==> src/rtl/dcnn_io_pkg.sv <==
// Shared types for the DCNN IO path.
//   state_e : control states of the run-length stream decompressor.
//   tok_t   : one run-length token (run bit value, run length minus 1, last flag).
//   bit_w() : width needed to hold a bit position 0..out_w inclusive.
package dcnn_io_pkg;

    typedef enum logic [2:0] {
        IDLE,
        FETCH,
        FILL,
        EMIT,
        DONE
    } state_e;

    // Run-length field width of the standard compressed-weight token.
    localparam int TOK_LEN_W = 8;

    typedef struct packed {
        logic                 value;
        logic [TOK_LEN_W-1:0] len;
        logic                 last;
    } tok_t;

    // A fill position must be able to hold out_w itself (word full).
    function automatic int bit_w(input int out_w);
        return $clog2(out_w) + 1;
    endfunction

endpackage

==> src/rtl/rle_fill_mask.sv <==
// Combinational run mask: sets len consecutive bits of an OUT_W-bit word,
// starting at bit position start. Bits at or beyond OUT_W are dropped.
// Ports:
//   start  in  BIT_W  first bit position to set
//   len    in  BIT_W  number of bits to set
//   mask   out OUT_W  resulting mask
module rle_fill_mask #(
    parameter int OUT_W = 8,
    parameter int BIT_W = 4
) (
    input  logic [BIT_W-1:0] start,
    input  logic [BIT_W-1:0] len,
    output logic [OUT_W-1:0] mask
);

    always_comb begin
        mask = '0;
        for (int i = 0; i < OUT_W; i++) begin
            mask[i] = (i >= int'(start)) && (i < int'(start) + int'(len));
        end
    end

endmodule

==> src/rtl/rle_stream_decompress.sv <==
// Run-length stream decompressor. Expands (bit, length) tokens into a bit
// stream, packs it LSB-first into OUT_W-bit words and hands the words to the
// weight buffer over a valid/ready handshake.
// Ports:
//   clk, rst_n        clock (rising edge), synchronous active-low reset
//   work, total_words start request and number of words to produce
//   tok_valid/ready   token handshake; tok_bit, tok_len (length-1), tok_last
//   out_valid/ready   word handshake; out is the packed word
//   byteIndx, bitIndx index of the current word and bits filled in it
//   done, overrun     stream complete; run bits were discarded at completion
module rle_stream_decompress
    import dcnn_io_pkg::*;
#(
    parameter int OUT_W = 8,
    parameter int CNT_W = 8,
    parameter int IDX_W = 32,
    parameter int BIT_W = bit_w(OUT_W)
) (
    input  logic             clk,
    input  logic             rst_n,
    input  logic             work,
    input  logic [IDX_W-1:0] total_words,
    input  logic             tok_valid,
    output logic             tok_ready,
    input  logic             tok_bit,
    input  logic [CNT_W-1:0] tok_len,
    input  logic             tok_last,
    output logic             out_valid,
    input  logic             out_ready,
    output logic [OUT_W-1:0] out,
    output logic [IDX_W-1:0] byteIndx,
    output logic [BIT_W-1:0] bitIndx,
    output logic             done,
    output logic             overrun
);

    // One extra bit so that tok_len all-ones (2^CNT_W bits) fits.
    localparam int RW = CNT_W + 1;

    state_e           state, state_n;
    logic [RW-1:0]    run_rem, run_rem_n;
    logic [IDX_W-1:0] total_q, total_n;
    logic [IDX_W-1:0] byte_n, byte_inc;
    logic [OUT_W-1:0] out_n, fill_mask;
    logic [BIT_W-1:0] bit_n, k_bits;
    logic [RW-1:0]    space, k;
    logic             cur_bit, cur_bit_n;
    logic             last_seen, last_seen_n;
    logic             overrun_n;

    // Chunk size for this cycle: the rest of the run or the rest of the word.
    assign space  = RW'(OUT_W) - RW'(bitIndx);
    assign k      = (run_rem < space) ? run_rem : space;
    assign k_bits = BIT_W'(k);

    assign byte_inc = byteIndx + IDX_W'(1);

    rle_fill_mask #(
        .OUT_W(OUT_W),
        .BIT_W(BIT_W)
    ) u_fill_mask (
        .start(bitIndx),
        .len  (k_bits),
        .mask (fill_mask)
    );

    always_comb begin
        // NOTE: every variable gets its hold value first, so no path through
        // the case statement can leave one unassigned and infer a latch.
        state_n     = state;
        out_n       = out;
        byte_n      = byteIndx;
        bit_n       = bitIndx;
        run_rem_n   = run_rem;
        total_n     = total_q;
        cur_bit_n   = cur_bit;
        last_seen_n = last_seen;
        overrun_n   = overrun;

        unique case (state)
            IDLE, DONE: begin
                if (work) begin
                    if (total_words == '0) begin
                        state_n = DONE;
                    end else begin
                        out_n       = '0;
                        byte_n      = '0;
                        bit_n       = '0;
                        run_rem_n   = '0;
                        overrun_n   = 1'b0;
                        last_seen_n = 1'b0;
                        total_n     = total_words;
                        state_n     = FETCH;
                    end
                end
            end

            FETCH: begin
                if (tok_valid && tok_ready) begin
                    cur_bit_n   = tok_bit;
                    last_seen_n = tok_last;
                    run_rem_n   = RW'(tok_len) + RW'(1);
                    state_n     = FILL;
                end
            end

            FILL: begin
                // Bits above bitIndx are still zero, so clearing for a 0-run
                // only keeps the intent explicit.
                out_n     = cur_bit ? (out | fill_mask) : (out & ~fill_mask);
                bit_n     = bitIndx + k_bits;
                run_rem_n = run_rem - k;
                if (bit_n == BIT_W'(OUT_W)) begin
                    state_n = EMIT;
                end else if (run_rem_n == '0) begin
                    state_n = last_seen ? EMIT : FETCH;
                end
            end

            EMIT: begin
                if (out_ready) begin
                    byte_n = byte_inc;
                    bit_n  = '0;
                    out_n  = '0;
                    if (byte_inc == total_q || (run_rem == '0 && last_seen)) begin
                        state_n   = DONE;
                        overrun_n = (run_rem != '0) || !last_seen;
                    end else if (run_rem != '0) begin
                        state_n = FILL;
                    end else begin
                        state_n = FETCH;
                    end
                end
            end

            default: state_n = IDLE;
        endcase
    end

    // Handshake and status outputs are registered from the next state so
    // they rise on the same edge that enters the corresponding state.
    always_ff @(posedge clk) begin
        // NOTE: sequential state uses non-blocking assignments so every
        // register samples its pre-edge inputs regardless of statement order.
        if (!rst_n) begin
            state     <= IDLE;
            out       <= '0;
            byteIndx  <= '0;
            bitIndx   <= '0;
            run_rem   <= '0;
            total_q   <= '0;
            cur_bit   <= 1'b0;
            last_seen <= 1'b0;
            done      <= 1'b0;
            overrun   <= 1'b0;
            out_valid <= 1'b0;
            tok_ready <= 1'b0;
        end else begin
            state     <= state_n;
            out       <= out_n;
            byteIndx  <= byte_n;
            bitIndx   <= bit_n;
            run_rem   <= run_rem_n;
            total_q   <= total_n;
            cur_bit   <= cur_bit_n;
            last_seen <= last_seen_n;
            done      <= (state_n == DONE);
            overrun   <= overrun_n;
            out_valid <= (state_n == EMIT);
            tok_ready <= (state_n == FETCH);
        end
    end

endmodule
==> config.mk <==
export PLATFORM = sky130hd
export DESIGN_NAME = rle_stream_decompress
export DESIGN_NICKNAME = d
export VERILOG_FILES = /design/src/rtl/dcnn_io_pkg.sv /design/src/rtl/rle_fill_mask.sv /design/src/rtl/rle_stream_decompress.sv
export SDC_FILE = /design/constraint.sdc
export NUM_CORES = 1
export LEC_CHECK = 0
export BUFFER_PORTS_ARGS = -buffer_cell sky130_fd_sc_hd__buf_2
export CELL_PAD_IN_SITES_DETAIL_PLACEMENT = 0
export CELL_PAD_IN_SITES_GLOBAL_PLACEMENT = 1
export CORE_ASPECT_RATIO = 1.25
export CORE_MARGIN = 1.5
export CORE_UTILIZATION = 43
export CTS_BUF_LIST = sky130_fd_sc_hd__clkbuf_4
export DETAILED_ROUTE_END_ITERATION = 12
export PLACE_DENSITY = 0.86
export SLEW_MARGIN = 30
export SYNTH_ARGS = -nofsm -noshare
export SYNTH_HDL_FRONTEND = slang
export SYNTH_SLANG_ARGS = --single-unit
==> constraint.sdc <==
create_clock -name clk -period 6.33 [get_ports clk]
set_input_delay 0 -clock clk [delete_from_list [all_inputs] [get_ports clk]]
set_output_delay 0 -clock clk [all_outputs]
set_load 0.1 [all_outputs]
# Word level (Yosys, flattened, before mapping)
# Cells that the tools add are included.
dict set report totals {
  register_bits 94
  inputBits 47
  out_inout_bits 48
  wordCells 118
}
dict set report op_classes {
  add_sub_neg 6
  magnitude_cmp 17
  eq_ne 14
  n_mux 35
  n_bitwise 4
  n_reduce_logical 30
}
# operator n
set ops {}
lappend ops {{$lt 4x32->1 const A} 4}
lappend ops {{$mux 32} 3}
lappend ops {{$lt 3x32->1 const A} 2}
lappend ops {{$pmux 32 s2} 1}
lappend ops {{$mux 9} 4}
lappend ops {{$add 32x1->32 const B} 1}
lappend ops {{$eq 32x32->1} 1}
lappend ops {{$logic_not 32->1} 1}
lappend ops {{$lt 1x32->1 const A} 1}
lappend ops {{$lt 2x32->1 const A} 1}
lappend ops {{$mux 8} 4}
lappend ops {{$pmux 9 s3} 1}
lappend ops {{$pmux 8 s3} 1}
lappend ops {{$mux 3} 7}
lappend ops {{$logic_not 9->1} 2}
lappend ops {{$ge 3x4->1 const A} 4}
lappend ops {{$reduce_and 4->1} 4}
lappend ops {{$mux 4} 3}
lappend ops {{$pmux 3 s4} 1}
lappend ops {{$pmux 4 s3} 1}
lappend ops {{$logic_and 1x1->1} 10}
lappend ops {{$ne 2x2->1 const B} 5}
lappend ops {{$add 8x1->9 const B} 1}
lappend ops {{$eq 3x2->1 const B} 3}
lappend ops {{other kinds (27)} 40}

# Longest topological paths before layout
dict set report logic_depth {
  ltp_word 10
  mapped_depth 25
}

# Hierarchy
# A second synthesis with hierarchy kept.
dict set report hier_totals {
  cells_unflattened 938
  area_unflattened_um2 6746.5
}
# mod instances cells_per_inst area_each_um2 seq_area_each_um2
set by_module_without_submodules {}
lappend by_module_without_submodules {rle_stream_decompress 1 904 6482.5 1881.8}
lappend by_module_without_submodules {rle_fill_mask 1 34 264.0 0.0}

# Worst setup path after synthesis
# Ideal clock, no wire load.
dict set report synth_path {
  path_kind {reg-to-reg}
  startpoint {register bitIndx[1]}
  endpoint {register tok_ready}
  setup_time_ps 60
  t_arrival_ps 5540
  t_required_ps 6270
  path_slack_ps 730
  stages_incl_launch_ff 26
  n_path_buf 1
  synth_period_minus_slack_ps 5600
  cell_sequence {dfxtp_1 > inv_1 > ha_1 > nand2b_1 > nand2_1 > ha_1 > a21oi_1 > o21ai_0 > a21oi_1 > o21bai_1 > a21oi_1 > clkbuf_1 > nand2_1 > o21ai_0 > ha_1 > inv_1 > fa_1 > nand3_1 > a21bo_2 > a21boi_0 > or3_1 > a221oi_1 > nand3_1 > or3_1 > a21oi_1 > and3b_1}
}
dict set report synth_between {
  elab_chain_len 9
  word_cells_on_any_way 11
  classes_between {3 x add/sub; 1 x order compare; 2 x eq/ne; 4 x mux; 1 x reduce/logical}
}
# item line
set synth_lines {}
lappend synth_lines {{start: declaration} rle_stream_decompress.sv:32} ;# output logic [BIT_W-1:0] bitIndx,
lappend synth_lines {{start signal: assignment} rle_stream_decompress.sv:162} ;# bitIndx <= bit_n;
lappend synth_lines {{$sub 4x4->5} rle_stream_decompress.sv:52} ;# assign space = RW'(OUT_W) - RW'(bitIndx);
lappend synth_lines {{$lt 9x9->1} rle_stream_decompress.sv:53} ;# assign k = (run_rem < space) ? run_rem : space;
lappend synth_lines {{$mux 9} rle_stream_decompress.sv:53}
lappend synth_lines {{$sub 9x9->9} rle_stream_decompress.sv:112} ;# run_rem_n = run_rem - k;
lappend synth_lines {{$logic_not 9->1} rle_stream_decompress.sv:115} ;# end else if (run_rem_n == '0) begin
lappend synth_lines {{$mux 3} rle_stream_decompress.sv:115}
lappend synth_lines {{$mux 3 (*)} rle_stream_decompress.sv:113} ;# if (bit_n == BIT_W'(OUT_W)) begin
lappend synth_lines {{$pmux 3 s4 (*)} rle_stream_decompress.sv:80} ;# unique case (state)
lappend synth_lines {{$eq 3x1->1 (*)} rle_stream_decompress.sv:170} ;# tok_ready <= (state_n == FETCH);
lappend synth_lines {{end signal: assignment} rle_stream_decompress.sv:170}
lappend synth_lines {{end: declaration} rle_stream_decompress.sv:24} ;# output logic tok_ready,
# Mark *: on every way between the ends. The rest lies on a longest branch, timed or not.
# A chain may end at the register's enable or synchronous reset.

# Worst setup path after layout
# Ends and elaborated chain as after synthesis.

==> results.py <==
metrics = {
    "yosys": {
        "synthesis.nets": 926,
        "synth_cell_types": 62,
        "synth_xor_area_frac": 0.08133,
        "synth_fa_ha_area_frac": 0.05849,
        "synth-simple-area-share": 0.2967,
        "avgSynthCellArea_um2": 7.340,
        "synth_edf_count": 0,
        "ys.warnings.count": 0,
        "async_flop_share": 0,
        "synthesis.instances": 851,
        "synth_top_family_by_area": "simple AND/OR/NAND/NOR gates",
        "ys_seq_area_frac": 0.3013,
        "synth_compound_area_frac": 0.2093,
        "synthesis.area_um2": 6246,
        "synth_seq_cells": 94,
        "synth_ff_type": "dfxtp_1",
        "synth_mux_area_frac": 0.008614,
    },
    "global_routing": {
        "grt_pass1_vias": 6017,
        "antenna_found_initial": 1,
        "grt_overflow_total": 0,
        "grt_pass1_wl_um": 30100,
        "grt_util_all_layers": 0.2473,
        "grt_max_degree": 74,
    },
    "route": {
        "drt-pass1-iter-count": 5,
        "drc": 0,
        "antenna_left": 0,
        "drt_iter0_drc": 352,
        "wl_um": 19050,
        "wl_per_cell_um": 16.52,
        "vias": 6459,
        "vias_per_cell": 5.602,
    },
    "clocking": {
        "clk_latency_ns": 0.47,
        "clk_path_buf_depth": 2,
        "cts_resized": 0,
        "cts_buffers": 9,
        "root_buffer": "clkbuf_4",
        "path_clk_slew_ns": 0.15,
        "h-tree-depth": 3,
        "cts_hold_buf": 52,
        "cts_tree": "yes",
        "cts.sinks": 94,
        "postCtsSetupRepairBufs": 0,
    },
    "timing": {
        "rsz0062_at_grt": "false",
        "layout_setup_ws_ns": 0.7600,
        "whs_ns": 0.03869,
        "setup_viol": 0,
        "finalCritPeriodShare": 0.8799,
        "maxSlewViolCount": 0,
        "fmax_mhz": 179.5,
        "worst_clock_skew_ns": 0.02083,
        "slew_headroom": 0.3993,
        "fin_crit_ns": 5.570,
        "setup-tns-final_ns": 0,
        "tightest_slew_ns": 0.8977,
        "hold_violations": 0,
    },
    "worst_setup_path": {
        "critical-path-top-delay-family": "compound AO/OA/AOI/OAI gates",
        "cp_cell_sequence": "inv_1 > ha_1 > nand2b_1 > nand2_1 > ha_1 > a21oi_1 > o21ai_0 > a21oi_1 > o21bai_1 > a21oi_1 > nand2_1 > o21ai_0 > ha_1 > inv_1 > fa_1 > nand3_1 > a21bo_2 > a21boi_0 > or3_1 > a221oi_1 > nand3_1 > or3_1 > a21oi_1 > and3b_1",
        "critPathMaxStageDelay_ns": 0.64,
        "end_kind": "register",
        "crit_top_cell": "a21oi_1",
        "crit_arrival_ns": 5.99,
        "slowest_stage": "a21oi_1",
        "crit_fanout": 12,
        "cp_data_required_time_ns": 6.75,
        "path_buf_inv": 2,
        "critical_path_class": "register to register",
        "start_kind": "register",
    },
    "placement": {
        "dp_slack_ns": 0.8388,
        "hpwl_um": 13310,
        "gp_congestion": 0.8498,
        "io_buffers": 94,
    },
    "floorplanning": {
        "die_area_um2": 15260,
        "ios": 95,
        "die_h_um": 137.8,
        "placementRows": 49,
        "initial_core_util": 0.4372,
        "core-area_um2": 14290,
        "fp.dieW_um": 110.8,
    },
    "hold_path": {
        "hold_path.class": "input pin to register",
    },
    "layout": {
        "num-nets-final": 1045,
        "final_layout_size_suffix_gt1_frac": 0.1417,
        "fillers": 1462,
        "final_cell_mix": "nand2_1, a21oi_1, buf_2, nor2_1, dfxtp_1",
        "area_delta_synth_final_pct": 19.85,
        "final_common_cell": "nand2_1",
    },
    "pwr": {
        "p_total_mw": 1.711,
        "powerDensity_nw_per_um2": 228.5,
        "leakage_nw": 3.057,
        "vdd_drop_max_mv": 0.1596,
    },
    "status": {
        "status": "finished clean",
    },
    "job": {
        "cap_violations": 0,
    },
}
[metal layers]
layer / up-vias / GRT usage / share of wire
li1: 3268 / - / -
met1: 3002 / 0.2886 / 0.42
met5: - / 0 / 0
met2: 154 / 0.4561 / 0.51
met4: 0 / 0.1175 / 0.035
met3: 35 / 0.02508 / 0.035
[cell families after synthesis]
family,Yosys count
simple gates,371
compound gates,226
flops,94
buf+inv,69
xor+xnor,58
fa+ha+maj,28
mux,5
[worst paths after layout]
check,from,endpoint,slack (ns),cells past startpoint
hold / removal,tok_len[1],run_rem[1],0.04,6
setup reg to reg,bitIndx[1],tok_ready,0.76,24
hold reg to reg,total_q[24],total_q[24],0.48,2
setup / recovery,bitIndx[1],tok_ready,0.76,24
[final cells by class]
class | count | area, µm² | share of cell area
inverter | 24 | 90.09 | 0.01203
timing repair buffer | 153 | 1041 | 0.1391
sequential | 94 | 1882 | 0.2514
clock buffer | 10 | 75.07 | 0.01003
clock inverter | 5 | 75.07 | 0.01003
antenna | 1 | 2.502 | 0.0003343
tap | 178 | 222.7 | 0.02975
multi-input combinational | 688 | 4098 | 0.5474
[worst reg2reg max path: cells and delay by family, from the launching register on]
kind / cells / cell delay (ns)
AO/OA/AOI/OAI: 10 / 2.08
adder cells (fa/ha/maj): 4 / 1.22
buffers and inverters: 2 / 0.19
flip-flops: 1 / 0.50
AND/OR/NAND/NOR: 8 / 1.54
[metrics by stage]
stage,area [µm²],util,instances
6_report,7486,0.5240,1153
2_1_floorplan,6246,-,851
3_5_place_dp,6808,0.4766,1084
4_1_cts,7478,0.5235,1151
5_1_grt,7486,0.5240,1153
3_3_place_gp,6803,0.4762,1084
[registers in the layout (all words and copies together), names as in the netlist]
signal and count:
total_q 32, run_rem 9, last_seen 1, state 3, overrun 1, bitIndx 4, out 8, done 1
out_valid 1, byteIndx 32, tok_ready 1, cur_bit 1
[synth_stat cells, types with 4 or more instances]
library cell	number	share of area
or3_1	11	0.011
o22ai_1	6	0.0060
a21oi_1	105	0.084
buf_2	5	0.0040
xnor2_1	38	0.053
and3_1	16	0.016
a21boi_0	8	0.0096
nor4_1	17	0.017
clkbuf_1	37	0.022
xor2_1	20	0.028
nand3b_1	4	0.0048
ha_1	26	0.052
o221ai_1	4	0.0056
and2_1	4	0.0040
nand3_1	22	0.018
nor2_1	94	0.056
nand2b_1	5	0.0050
a31oi_1	8	0.0080
nand2_1	125	0.075
nor2b_1	6	0.0060
nand4_1	15	0.015
nor3b_1	5	0.0060
a21o_1	6	0.0072
o21ai_0	56	0.045
dfxtp_1	94	0.30
inv_1	23	0.014
and4_1	4	0.0056
nor3_1	24	0.019
a22oi_1	6	0.0072
o211ai_1	5	0.0060
[power breakdown]
| group | switching, mW | internal (mW) | leakage [nW] |
|---|---|---|---|
| sequential | 0.0491 | 0.631 | 0.765 |
| combinational | 0.396 | 0.267 | 2.21 |
| clock | 0.208 | 0.160 | 0.0776 |
| total | 0.653 | 1.06 | 3.06 |
Power figures use the tool's default switching activity.
